<file path="config.mk">
export PLATFORM = sky130hd
export DESIGN_NAME = rom_read_arbiter
export DESIGN_NICKNAME = d
export VERILOG_FILES = /design/src/rtl/rom_read_arbiter.sv
export SDC_FILE = /design/constraint.sdc
export NUM_CORES = 1
export LEC_CHECK = 0
export ABC_AREA = 1
export CELL_PAD_IN_SITES_DETAIL_PLACEMENT = 0
export CELL_PAD_IN_SITES_GLOBAL_PLACEMENT = 1
export CORE_MARGIN = 4
export CORE_UTILIZATION = 28
export DETAILED_ROUTE_END_ITERATION = 16
export PLACE_DENSITY = 0.73
export SLEW_MARGIN = 20
export SYNTH_ARGS = -nofsm -noshare
export SYNTH_HDL_FRONTEND = slang
export SYNTH_SLANG_ARGS = --single-unit
export TNS_END_PERCENT = 5
</file>
<file path="constraint.sdc">
create_clock -name clk -period 4.2 [get_ports clk]
set_clock_uncertainty 0.15 [all_clocks]
set_input_delay 1.05 -clock clk [delete_from_list [all_inputs] [get_ports clk]]
set_output_delay 1.05 -clock clk [all_outputs]
set_load 0.01 [all_outputs]
</file>
<file path="src/rtl/rom_read_arbiter.sv">
// Round-robin sharing of one synchronous-read ROM port among NUM_REQ requesters.
// Results return in issue order, tagged by requester ID, through a 2-entry response FIFO.
module rom_read_arbiter #(
   parameter int unsigned NUM_REQ   = 4,
   parameter int unsigned ID_BITS   = 2,
   parameter int unsigned WIDTH     = 1,
   parameter int unsigned ADDR_BITS = 9
) (
   input  logic                         clk,
   input  logic                         rst,
   input  logic [NUM_REQ-1:0]           req_valid,
   input  logic [NUM_REQ*ADDR_BITS-1:0] req_addr,
   output logic [NUM_REQ-1:0]           req_ready,
   output logic                         rom_rd,
   output logic [ADDR_BITS-1:0]         rom_idx,
   input  logic [WIDTH-1:0]             rom_dout,
   output logic                         resp_valid,
   output logic [ID_BITS-1:0]           resp_id,
   output logic [WIDTH-1:0]             resp_data,
   input  logic                         resp_ready
);

   localparam int unsigned PTR_W = $clog2(NUM_REQ);

   logic [PTR_W-1:0]     rr_ptr;
   logic [PTR_W-1:0]     grant;
   logic [PTR_W-1:0]     cand;
   logic                 found;
   logic                 issue;
   logic                 pop;
   logic [2:0]           occ_next;
   logic [ADDR_BITS-1:0] idx_q;
   logic [ADDR_BITS-1:0] addr_arr [NUM_REQ];

   logic                 p1_valid;
   logic [ID_BITS-1:0]   p1_id;

   logic [1:0]           fifo_count;
   logic                 wr_ptr;
   logic                 rd_ptr;
   logic [ID_BITS-1:0]   fifo_id   [2];
   logic [WIDTH-1:0]     fifo_data [2];

   for (genvar g = 0; g < NUM_REQ; g++) begin : g_addr
      assign addr_arr[g] = req_addr[g*ADDR_BITS +: ADDR_BITS];
   end

   // First pending requester at or after rr_ptr, wrapping modulo NUM_REQ
   always_comb begin
      found = 1'b0;
      grant = '0;
      cand  = '0;
      for (int unsigned k = 0; k < NUM_REQ; k++) begin
         cand = PTR_W'((32'(rr_ptr) + k) % NUM_REQ);
         if (!found && req_valid[cand]) begin
            found = 1'b1;
            grant = cand;
         end
      end
   end

   // Credit check counts the same-cycle pop so a draining FIFO keeps full throughput
   always_comb begin
      pop       = resp_valid & resp_ready;
      occ_next  = 3'(fifo_count) + 3'(p1_valid) - 3'(pop);
      issue     = !rst && found && (occ_next <= 3'd1);
      req_ready = issue ? (NUM_REQ'(1) << grant) : '0;
      rom_rd    = issue;
      rom_idx   = issue ? addr_arr[grant] : idx_q;
   end

   assign resp_valid = (fifo_count != 2'd0);
   assign resp_id    = fifo_id[rd_ptr];
   assign resp_data  = fifo_data[rd_ptr];

   always_ff @(posedge clk) begin
      if (rst) begin
         rr_ptr     <= '0;
         idx_q      <= '0;
         p1_valid   <= 1'b0;
         p1_id      <= '0;
         fifo_count <= '0;
         wr_ptr     <= 1'b0;
         rd_ptr     <= 1'b0;
         for (int e = 0; e < 2; e++) begin
            fifo_id[e]   <= '0;
            fifo_data[e] <= '0;
         end
      end else begin
         idx_q    <= rom_idx;
         p1_valid <= issue;
         if (issue) begin
            rr_ptr <= PTR_W'((32'(grant) + 32'd1) % NUM_REQ);
            p1_id  <= ID_BITS'(grant);
         end
         // Capture stage: ROM data for last cycle's issue lands in the FIFO
         if (p1_valid) begin
            fifo_id[wr_ptr]   <= p1_id;
            fifo_data[wr_ptr] <= rom_dout;
            wr_ptr            <= ~wr_ptr;
         end
         if (pop) begin
            rd_ptr <= ~rd_ptr;
         end
         fifo_count <= fifo_count + 2'(p1_valid) - 2'(pop);
      end
   end

endmodule

</file>
==> results.sh <==
export IMPL_outcome="finished with violations"
export IMPL_violations="setup timing"
export IMPL_r2r_end="idx_q[4]$_SDFF_PP0_"
export IMPL_drt_iter0_drc=87
export IMPL_fin_util_pct=45.3
export IMPL_antenna_found_initial=0
export IMPL_fin_crit_sh_pct=103
export IMPL_clock_sinks=25
export IMPL_ys_seq_elements=25
export IMPL_n_antenna_cell=0
export IMPL_use_met2_pct=21.1
export IMPL_synth_fp_nets=332
export IMPL_ys_seq_area_share_pct=30.1
export IMPL_worstPathCellList="buf_6 > nand2_2 > inv_2 > ha_4 > inv_2 > ha_4 > fa_2 > a211oi_4 > nand2_8 > nor2_4 > buf_6 > nand3_2 > nand2_1 > nor2_2 > inv_1 > buf_2"
export IMPL_fmax_ghz=0.231
export IMPL_hpwlAfterDp_mm=3.83
export IMPL_yosys_warnings=0
export IMPL_reg2reg_from="fifo_count[1]$_SDFF_PP0_"
export IMPL_grt_start_max_net_pins=15
export IMPL_synth_cell_types=29
export IMPL_synthTopCellsByArea="dfxtp_1 (20%), nand2_1 (17%), inv_1 (11%)"
export IMPL_synth_area_leader_cell="dfxtp_1"
export IMPL_reg2reg_depth=17
export IMPL_critPathKind="input port to output port"
export IMPL_static_leakage_power_nw=1.49
export IMPL_setup_viol=10
export IMPL_root_buffer="clkbuf_8"
export IMPL_clk_latency_ps=260
export IMPL_gp_congestion=0.811
export IMPL_grt_overflow=0
export IMPL_pwr_density_cell_mw_per_mm2=795
export IMPL_synth_edff_count=6
export IMPL_ant_nets=0
export IMPL_ir_drop_mv=0.369
export IMPL_routed_via_count=1867
export IMPL_synth_common_cells="nand2_1 (84), inv_1 (54), nand3_1 (30)"
export IMPL_ctsHtreeMaxLevel=1
export IMPL_avgSynthCellArea_um2=6.63
export IMPL_whs_endpoint="rd_ptr$_SDFFE_PP0P_"
export IMPL_syn_cell_area_mm2=0.00186
export IMPL_rows=29
export IMPL_die_w_um=89.6
export IMPL_cp_end_kind="output port"
export IMPL_initial_core_util_pct=29.0
export IMPL_finalMaxSlewViolations=0
export IMPL_synth_top_area_share_pct=20.4
export IMPL_numCtsBuffers=3
export IMPL_grt_pass1_vias=1864
export IMPL_clockBufferDepth=2
export IMPL_fin_setup_tns_ps=-874
export IMPL_hold_depth=1
export IMPL_slew_headroom_pct=75.7
export IMPL_cap_violations=0
export IMPL_worst_ep_arrival_time_ps=3130
export IMPL_syn2layout_area_growth_pct=56.3
export IMPL_drt_pass1_iterations=4
export IMPL_p_total_mw=2.32
export IMPL_worstMarginPinSlew_ps=364
export IMPL_final_hold_violation_count=0
export IMPL_synthCells=281
export IMPL_whs_ps=325
export IMPL_die_h_um=89.6
export IMPL_synth_async_reset_ratio_pct=0
export IMPL_r2r_setup_slack_ps=1340
export IMPL_critPathMaxStageDelay_ps=450
export IMPL_drive_gt1_share_pct=24.7
export IMPL_routedWlPerCell_um=10.9
export IMPL_rsz0062_at_grt="yes"
export IMPL_grt_busiest_layer="met2"
export IMPL_worstSetupStartpointType="input port"
export IMPL_coreArea_mm2=0.00642
export IMPL_drc=0
export IMPL_grt_usage_pct=12.6
export IMPL_ys_flop_type="dfxtp_1"
export IMPL_grt_first_pass_wirelength_mm=8.06
export IMPL_gr_usage_met1_pct=16.8
export IMPL_min_from="rd_ptr$_SDFFE_PP0P_"
export IMPL_hp_class="register to register"
export IMPL_finalWorstSetupSlack_ps=-132
export IMPL_synth_most_common_cell="nand2_1"
export IMPL_critPathMaxFanout=5
export IMPL_vias_per_cell=4.20
export IMPL_portBuffers=61
export IMPL_cts_hold_buf=0
export IMPL_die_area_mm2=0.00802
export IMPL_cpMaxStageDelayCell="fa_2"
export IMPL_use_met3_pct=2.01
export IMPL_wl_mm=4.84
export IMPL_clkTransAtPathRegs_ps=90
export IMPL_io_pins=62
export IMPL_critPathRequiredTime_ps=3000
export IMPL_cts_tree="built"
export IMPL_fin_nets=420
export IMPL_fin_crit_ps=4330
[cell type report]
| type | count | area [um^2] |
|---|---|---|
| inverter | 60 | 238 |
| timing repair buffer | 91 | 870 |
| fill | 678 | 3510 |
| multi-input combinational | 188 | 1100 |
| tap | 77 | 96.3 |
| clock buffer | 3 | 41.3 |
| sequential | 25 | 561 |
| clock inverter | 1 | 5.00 |
[layout by cell type (no fill, tap or decap), drive strengths merged, types with 6 or more instances in the layout]
cell           synthesis  layout
nor2                  26      26
nand3                 40      40
nand3b                 6       6
inv                   60      60
edfxtp                 6       6
dfxtp                 19      19
clkdlybuf4s50          0      46
nand2                 89      89
buf                    7      41
ha                     6       6
[sequential cells by signal (all words and copies together), names as in the netlist, named ones only]
signal	count
idx_q	9
p1_id	2
rd_ptr	1
fifo_id	4
rr_ptr	2
fifo_data	2
wr_ptr	1
fifo_count	2
p1_valid	1
[cell families (layout without fill, tap and decap cells)]
logic type / after synthesis / in the layout / share of synthesized area (%)
flip-flops: 25 / 25 / 30.1
buffers and inverters: 68 / 155 / 15.5
AND/OR/NAND/NOR: 166 / 166 / 43.8
multiplexers: 3 / 3 / 1.81
AO/OA/AOI/OAI: 12 / 12 / 3.69
adder cells (fa/ha/maj): 7 / 7 / 5.10
[power breakdown]
part           total (mW)  internal (mW)  leakage [nW]  switching, mW
clock network       0.140         0.0662        0.0255         0.0740
logic                1.81          0.857          1.24          0.950
registers           0.369          0.321         0.219         0.0480
total                2.32           1.24          1.49           1.07
[metrics by stage]
stage | std cells | setup WS (ps) | cell area, um^2
final | 445 | -132 | 2910
after global routing | 445 | -223 | 2910
after CTS | 445 | -96.2 | 2900
after detailed placement | 436 | -917 | 2720
after global placement | 436 | -900 | 2720
after floorplan | 281 | 2.86 | 1860
[critical path: cells and delay by family]
family,cells,cell delay [ps]
AND/OR/NAND/NOR,6,460
buffers and inverters,6,460
adder cells (fa/ha/maj),3,850
AO/OA/AOI/OAI,1,320
[layer usage]
metal  vias to the layer above  part of all wire [%]  wire [um]
met4                         0                   1.1         51
met2                        55                    44       2120
met5                         -                     0          0
li1                       1028                     -          -
met3                         4                   6.5        315
met1                       780                    49       2360
[timing repair]
item | in CTS | in global routing
pin swaps | 15 | 4
buffers inserted | 6 | 0
setup endpoints to repair | 14 | 14
resized for setup | 79 | 8
[worst max path at each step]
stage / end / cells past startpoint / slack, ps / startpoint
finish: rom_idx[1] / 16 / -130 / resp_ready
global placement: rom_idx[1] / 16 / -900 / resp_ready
floorplan: rom_idx[1] / 13 / 3 / resp_ready
global route: rom_idx[1] / 16 / -220 / resp_ready
CTS: rom_idx[1] / 16 / -100 / resp_ready
detailed placement: rom_idx[3] / 14 / -920 / resp_ready
Note: power is estimated with default switching activity, not from simulation.
